$ cat src/rtl/alu_issue_stage_if.sv
// Issue-stage bus: decoded-op handshake in, writeback port, and the
// registered operand bundle that feeds the ALU.
//
// Handshake rule for both sides: a transfer happens on a rising clock edge
// where valid and ready are both 1. The producer keeps valid and its payload
// stable until that transfer; ready may change freely and never waits on valid.
interface alu_issue_stage_if #(
   parameter int WIDTH = 32,
   parameter int AW    = 5
);
   logic             in_valid;
   logic             in_ready;
   logic [AW-1:0]    in_rs;
   logic [AW-1:0]    in_rt;
   logic [AW-1:0]    in_rd;
   logic [2:0]       in_ctrl;
   logic             wb_en;
   logic [AW-1:0]    wb_addr;
   logic [WIDTH-1:0] wb_data;
   logic             out_valid;
   logic             out_ready;
   logic [WIDTH-1:0] A;
   logic [WIDTH-1:0] B;
   logic [2:0]       control;
   logic [AW-1:0]    dest;

   // decoder / writeback source / ALU consumer side
   modport master (
      output in_valid, in_rs, in_rt, in_rd, in_ctrl,
      output wb_en, wb_addr, wb_data, out_ready,
      input  in_ready, out_valid, A, B, control, dest
   );

   // issue stage side
   modport slave (
      input  in_valid, in_rs, in_rt, in_rd, in_ctrl,
      input  wb_en, wb_addr, wb_data, out_ready,
      output in_ready, out_valid, A, B, control, dest
   );
endinterface

$ cat src/rtl/alu_issue_stage.sv
// Operand fetch and issue stage ahead of the 32-bit ALU: register file with
// same-cycle writeback bypass, pending-write scoreboard for RAW/WAW stalls,
// and a one-entry output register holding A/B/control/dest.
module alu_issue_stage #(
   parameter int WIDTH = 32,
   parameter int NREG  = 32,
   parameter int AW    = 5
) (
   input logic               clock,
   input logic               reset,
   alu_issue_stage_if.slave  bus
);

   logic [WIDTH-1:0] regs [NREG];
   logic [NREG-1:0]  pending;
   logic [NREG-1:0]  pending_nxt;

   logic [WIDTH-1:0] opa;
   logic [WIDTH-1:0] opb;
   logic             busy_rs;
   logic             busy_rt;
   logic             busy_rd;
   logic             hazard;
   logic             in_ready;
   logic             accept;

   logic             out_valid_q;
   logic [WIDTH-1:0] a_q;
   logic [WIDTH-1:0] b_q;
   logic [2:0]       control_q;
   logic [AW-1:0]    dest_q;

   // Operand A: r0 is hard zero, a same-cycle writeback to rs wins over the file
   always_comb begin
      opa = '0;
      if (bus.in_rs != '0) begin
         if (bus.wb_en && (bus.wb_addr == bus.in_rs)) opa = bus.wb_data;
         else                                          opa = regs[bus.in_rs];
      end
   end

   // Operand B: same read path as A, for rt
   always_comb begin
      opb = '0;
      if (bus.in_rt != '0) begin
         if (bus.wb_en && (bus.wb_addr == bus.in_rt)) opb = bus.wb_data;
         else                                          opb = regs[bus.in_rt];
      end
   end

   // Busy = pending write not being retired this very cycle; r0 is never busy
   always_comb begin
      busy_rs = (bus.in_rs != '0) && pending[bus.in_rs] &&
                !(bus.wb_en && (bus.wb_addr == bus.in_rs));
      busy_rt = (bus.in_rt != '0) && pending[bus.in_rt] &&
                !(bus.wb_en && (bus.wb_addr == bus.in_rt));
      busy_rd = (bus.in_rd != '0) && pending[bus.in_rd] &&
                !(bus.wb_en && (bus.wb_addr == bus.in_rd));
      hazard  = busy_rs | busy_rt | busy_rd;
      // ready ignores in_valid so the decoder can use it without a loop
      in_ready = (!out_valid_q || bus.out_ready) && !hazard;
      accept   = bus.in_valid && in_ready;
   end

   // Scoreboard update: writeback clears first, then a new issue sets (set wins)
   always_comb begin
      pending_nxt = pending;
      if (bus.wb_en && (bus.wb_addr != '0)) pending_nxt[bus.wb_addr] = 1'b0;
      if (accept && (bus.in_rd != '0))      pending_nxt[bus.in_rd]   = 1'b1;
   end

   // Scoreboard register
   always_ff @(posedge clock or negedge reset) begin
      if (!reset) pending <= '0;
      else        pending <= pending_nxt;
   end

   // Register file write port; r0 is never written so it stays zero
   always_ff @(posedge clock or negedge reset) begin
      if (!reset) begin
         for (int i = 0; i < NREG; i++) regs[i] <= '0;
      end else if (bus.wb_en && (bus.wb_addr != '0)) begin
         regs[bus.wb_addr] <= bus.wb_data;
      end
   end

   // Output register: load on accept, drop valid on drain, otherwise hold
   always_ff @(posedge clock or negedge reset) begin
      if (!reset) begin
         out_valid_q <= 1'b0;
         a_q         <= '0;
         b_q         <= '0;
         control_q   <= '0;
         dest_q      <= '0;
      end else if (accept) begin
         out_valid_q <= 1'b1;
         a_q         <= opa;
         b_q         <= opb;
         control_q   <= bus.in_ctrl;
         dest_q      <= bus.in_rd;
      end else if (bus.out_ready) begin
         out_valid_q <= 1'b0;
      end
   end

   assign bus.in_ready  = in_ready;
   assign bus.out_valid = out_valid_q;
   assign bus.A         = a_q;
   assign bus.B         = b_q;
   assign bus.control   = control_q;
   assign bus.dest      = dest_q;

endmodule

$ cat src/flat_wrapper.sv
// flat-port wrapper written by rule: the top's interface ports become plain ports
module alu_issue_stage_flat 
#(
   parameter int WIDTH = 32,
   parameter int NREG  = 32,
   parameter int AW    = 5
)
  (clock, reset, bus_in_valid, bus_in_rs, bus_in_rt, bus_in_rd, bus_in_ctrl, bus_wb_en, bus_wb_addr, bus_wb_data, bus_out_ready, bus_in_ready, bus_out_valid, bus_A, bus_B, bus_control, bus_dest);
  alu_issue_stage_if #(.WIDTH(WIDTH), .AW(AW)) bus_i ();
  input logic clock;
  input logic reset;
  input wire logic [$bits(bus_i.in_valid)-1:0] bus_in_valid;
  input wire logic [$bits(bus_i.in_rs)-1:0] bus_in_rs;
  input wire logic [$bits(bus_i.in_rt)-1:0] bus_in_rt;
  input wire logic [$bits(bus_i.in_rd)-1:0] bus_in_rd;
  input wire logic [$bits(bus_i.in_ctrl)-1:0] bus_in_ctrl;
  input wire logic [$bits(bus_i.wb_en)-1:0] bus_wb_en;
  input wire logic [$bits(bus_i.wb_addr)-1:0] bus_wb_addr;
  input wire logic [$bits(bus_i.wb_data)-1:0] bus_wb_data;
  input wire logic [$bits(bus_i.out_ready)-1:0] bus_out_ready;
  output wire logic [$bits(bus_i.in_ready)-1:0] bus_in_ready;
  output wire logic [$bits(bus_i.out_valid)-1:0] bus_out_valid;
  output wire logic [$bits(bus_i.A)-1:0] bus_A;
  output wire logic [$bits(bus_i.B)-1:0] bus_B;
  output wire logic [$bits(bus_i.control)-1:0] bus_control;
  output wire logic [$bits(bus_i.dest)-1:0] bus_dest;
  assign bus_i.in_valid = bus_in_valid;
  assign bus_i.in_rs = bus_in_rs;
  assign bus_i.in_rt = bus_in_rt;
  assign bus_i.in_rd = bus_in_rd;
  assign bus_i.in_ctrl = bus_in_ctrl;
  assign bus_i.wb_en = bus_wb_en;
  assign bus_i.wb_addr = bus_wb_addr;
  assign bus_i.wb_data = bus_wb_data;
  assign bus_i.out_ready = bus_out_ready;
  assign bus_in_ready = bus_i.in_ready;
  assign bus_out_valid = bus_i.out_valid;
  assign bus_A = bus_i.A;
  assign bus_B = bus_i.B;
  assign bus_control = bus_i.control;
  assign bus_dest = bus_i.dest;
  alu_issue_stage #(.WIDTH(WIDTH), .NREG(NREG), .AW(AW)) u_core (.clock(clock), .reset(reset), .bus(bus_i));
endmodule
$ cat config.mk
export PLATFORM = sky130hd
export DESIGN_NAME = alu_issue_stage_flat
export DESIGN_NICKNAME = d
export VERILOG_FILES = /design/src/rtl/alu_issue_stage_if.sv /design/src/rtl/alu_issue_stage.sv /design/src/flat_wrapper.sv
export SDC_FILE = /design/constraint.sdc
export NUM_CORES = 2
export LEC_CHECK = 0
export ABC_AREA = 1
export BUFFER_PORTS_ARGS = -buffer_cell sky130_fd_sc_hd__buf_2
export CORE_UTILIZATION = 45
export DETAILED_ROUTE_END_ITERATION = 10
export PLACE_DENSITY_LB_ADDON = 0.25
export SYNTH_ARGS = -nofsm -noshare
export SYNTH_HDL_FRONTEND = slang
export SYNTH_SLANG_ARGS = --single-unit
export TNS_END_PERCENT = 50
$ cat constraint.sdc
create_clock -name clock -period 3.49 [get_ports clock]
set_input_delay 0.5235 -clock clock [delete_from_list [all_inputs] [get_ports clock]]
set_output_delay 0.5235 -clock clock [all_outputs]
set_load 0.1 [all_outputs]
==> qor.yml <==
cts_htree_levels: 4
data_arrival_time_of_the_critical_path_ns: 2.56
synth_top_family_by_area: "compound AO/OA/AOI/OAI gates"
number_of_nets_with_antenna_violations_after_routing: 0
hpwl_um: 138000
fin_cells: 9767
yosys_warnings: 0
wire_per_inst_um: 25.3
synth.area.mux_share_pct: 0
clock_sinks: 1129
start_util_pct: 45.6
outcome: "complete, no violations"
top_level_ports: 134
timing.critical_path.from_type: "flip-flop"
synthXorXnorAreaFrac_pct: 0.0430
drt_first_iter_violations: 8823
peak_supply_drop_uv: 677
drt_pre_antenna_iters: 6
synth_compound_area_share_pct: 24.6
routed-via-count: 60841
post-route-min-period_ns: 3.08
fmax_achieved_ghz: 0.324
commonest_cells_after_routing_fill_and_taps_aside: "nand2_1, o21ai_0, dfrtp_1"
pin_count_of_the_biggest_net_entering_global_routing: 187
static-leakage-power_nw: 30.5
num_rows: 134
finalCritPeriodShare_pct: 88.3
worst_ep_required_time_ns: 2.97
clockRootBuffer: "clkbuf_16"
slew_violations: 0
hold_viol_final: 0
groute.usage.overall_pct: 35.6
netlist_area_before_placement_um2: 61000
clock_skew_ns: 0.0263
post_synth_inst_count: 8244
tightestPinTransition_ns: 1.27
worstSetupEndpointType: "output port"
synthDistinctLibCells: 25
layout-drive-gt1-share_pct: 7.38
worst_setup_path_class: "flip-flop to output port"
antenna_violations_before_repair: 15
yosys.area_share.simple_pct: 19.9
ctsLongestPathBuffers: 3
timing.reg2reg.setup_slack_ns: 1.05
power-per-cell-area_nw_per_um2: 623
drt_wl_total_um: 247000
die_area_um2: 137000
timing.max_cap.violations: 0
detailed_route_vias_per_instance: 6.23
placeableCoreArea_um2: 134000
syn_nets: 8304
mostFrequentLayoutCell: "nand2_1"
global_route_total_overflow: 0
flow.area_growth_from_synthesis_pct: 11.6
numPortBuffers: 133
hp-class: "primary input to flip-flop"
clock_latency_ns: 0.78
ys_seq_elements: 1129
relative_slew_slack_pct: 15.4
place_congestion: 0.933
placedCellCount: 9521
portion_of_the_post_synthesis_area_used_by_sequential_elements_pct: 46.3
die_h_um: 370
design.final.nets: 7952
post_synth_fa_ha_maj_area_fraction_pct: 0
number_of_global_route_vias_before_repair: 57023
clk_transition_reported_paths_ns: 0.06
grt_pass1_wl_um: 368000
report.final.setup_viol: 0
syn_area_per_cell_um2: 7.40
remaining_drc_errors: 0
power_mw: 42.4
die_x_um: 370
rsz0062_at_grt: "false"
path_max_fanout: 4
cts_tree: "yes"
numCtsBuffers: 132
fin_setup_tns_ns: 0
-- through the flow --
stage	worst slack (ns)	util [%]	hold slack, ns	cell area, um^2
after CTS	0.382	50.8	0.0190	68100
after floorplan	0.875	-	0.228	61000
final	0.407	50.8	0.0515	68100
after detailed placement	0.488	47.4	0.380	63600
after global routing	0.278	50.8	0.0643	68100
after global placement	0.501	47.4	0.375	63600
-- power breakdown --
| part | internal [mW] | total (mW) | switching (mW) |
|---|---|---|---|
| clock | 8.55 | 14.4 | 5.84 |
| combinational | 2.78 | 10.4 | 7.59 |
| sequential | 15.9 | 17.6 | 1.78 |
-- Yosys cell counts --
library cell,number,share of area [%]
nor2_2,1,0.010
inv_1,612,3.8
dfrtp_1,1129,46
o22ai_1,3,0.031
xor2_1,3,0.043
nor2_1,251,1.5
o21ai_0,1496,12
nand2_2,1,0.010
a31oi_1,4,0.041
buf_4,10,0.12
a21oi_1,833,6.8
nand3b_1,1,0.012
o31ai_1,44,0.54
nand3_1,915,7.5
nor3_1,12,0.098
clkinv_1,8,0.049
or2_2,4,0.041
nand4_1,55,0.56
o211ai_1,399,4.9
nor3_2,2,0.033
inv_2,5,0.031
buf_1,87,0.53
clkbuf_1,636,3.9
buf_2,89,0.73
nand2_1,1644,10
-- metal layers --
metal  part of all wire [%]  vias up  wire length [um]  track usage [%]
met3                     12      832             30000             8.81
met5                  0.023        -                58                0
met4                    5.9       10             14400             19.9
met2                     43     3877            107000             53.2
met1                     39    28951             96000             47.2
li1                       -    27171                 -                -
-- worst paths after layout --
| path | end | cells past startpoint | startpoint |
|---|---|---|---|
| max reg2reg | u_core.bus.B[29] | 12 | u_core.pending[8] |
| max in group asynchronous | u_core.regs[593] | 3 | reset |
| min | u_core.bus.dest[3] | 3 | bus_in_rd[3] |
| min reg2reg | u_core.regs[995] | 0 | u_core.regs[995] |
| min in group asynchronous | u_core.regs[198] | 2 | reset |
| max | bus_in_ready | 9 | u_core.pending[8] |
-- area by class of cell --
class                           instances  area [um^2]
Antenna cell                            8         20.0
Clock buffer                          202         4070
Clock inverter                         31          408
Fill cell                           12785        65900
Inverter                              625         2370
Multi-Input combinational cell       5668        27500
Sequential cell                      1129        28300
Tap cell                             1768         2210
Timing Repair Buffer                  336         3290
-- flip-flops by register name (all words and copies together) (netlist names) --
name and flops:
u_core.bus.A 32, u_core.bus.B 32, u_core.bus.control 3, u_core.bus.dest 5, u_core.bus.out_valid 1, u_core.pending 32
u_core.regs 1024
-- cells by family (layout without fill, tap and decap cells) --
logic type             Yosys count  count (layout)
buffers and inverters         1447            1194
flip-flops                    1129            1129
other                            0               8
XOR/XNOR                         3               3
AND/OR/NAND/NOR               2886            2886
AO/OA/AOI/OAI                 2779            2779
-- repair_timing --
item	CTS	global route
hold endpoints to repair	45	0
buffers inserted	0	0
hold buffers	5	0
gates resized for setup	0	0
-- worst max-delay path: stages, from the launching register on --
cell and delay [ns]:
dfrtp_1 0.43, or2_2 0.29, nand3_1 0.07, nand3_1 0.10, nand3_1 0.18, nand3_1 0.09, nand3_1 0.11, nand3_1 0.14
inv_1 0.17, buf_12 0.19
Power figures use the tool's default switching activity.
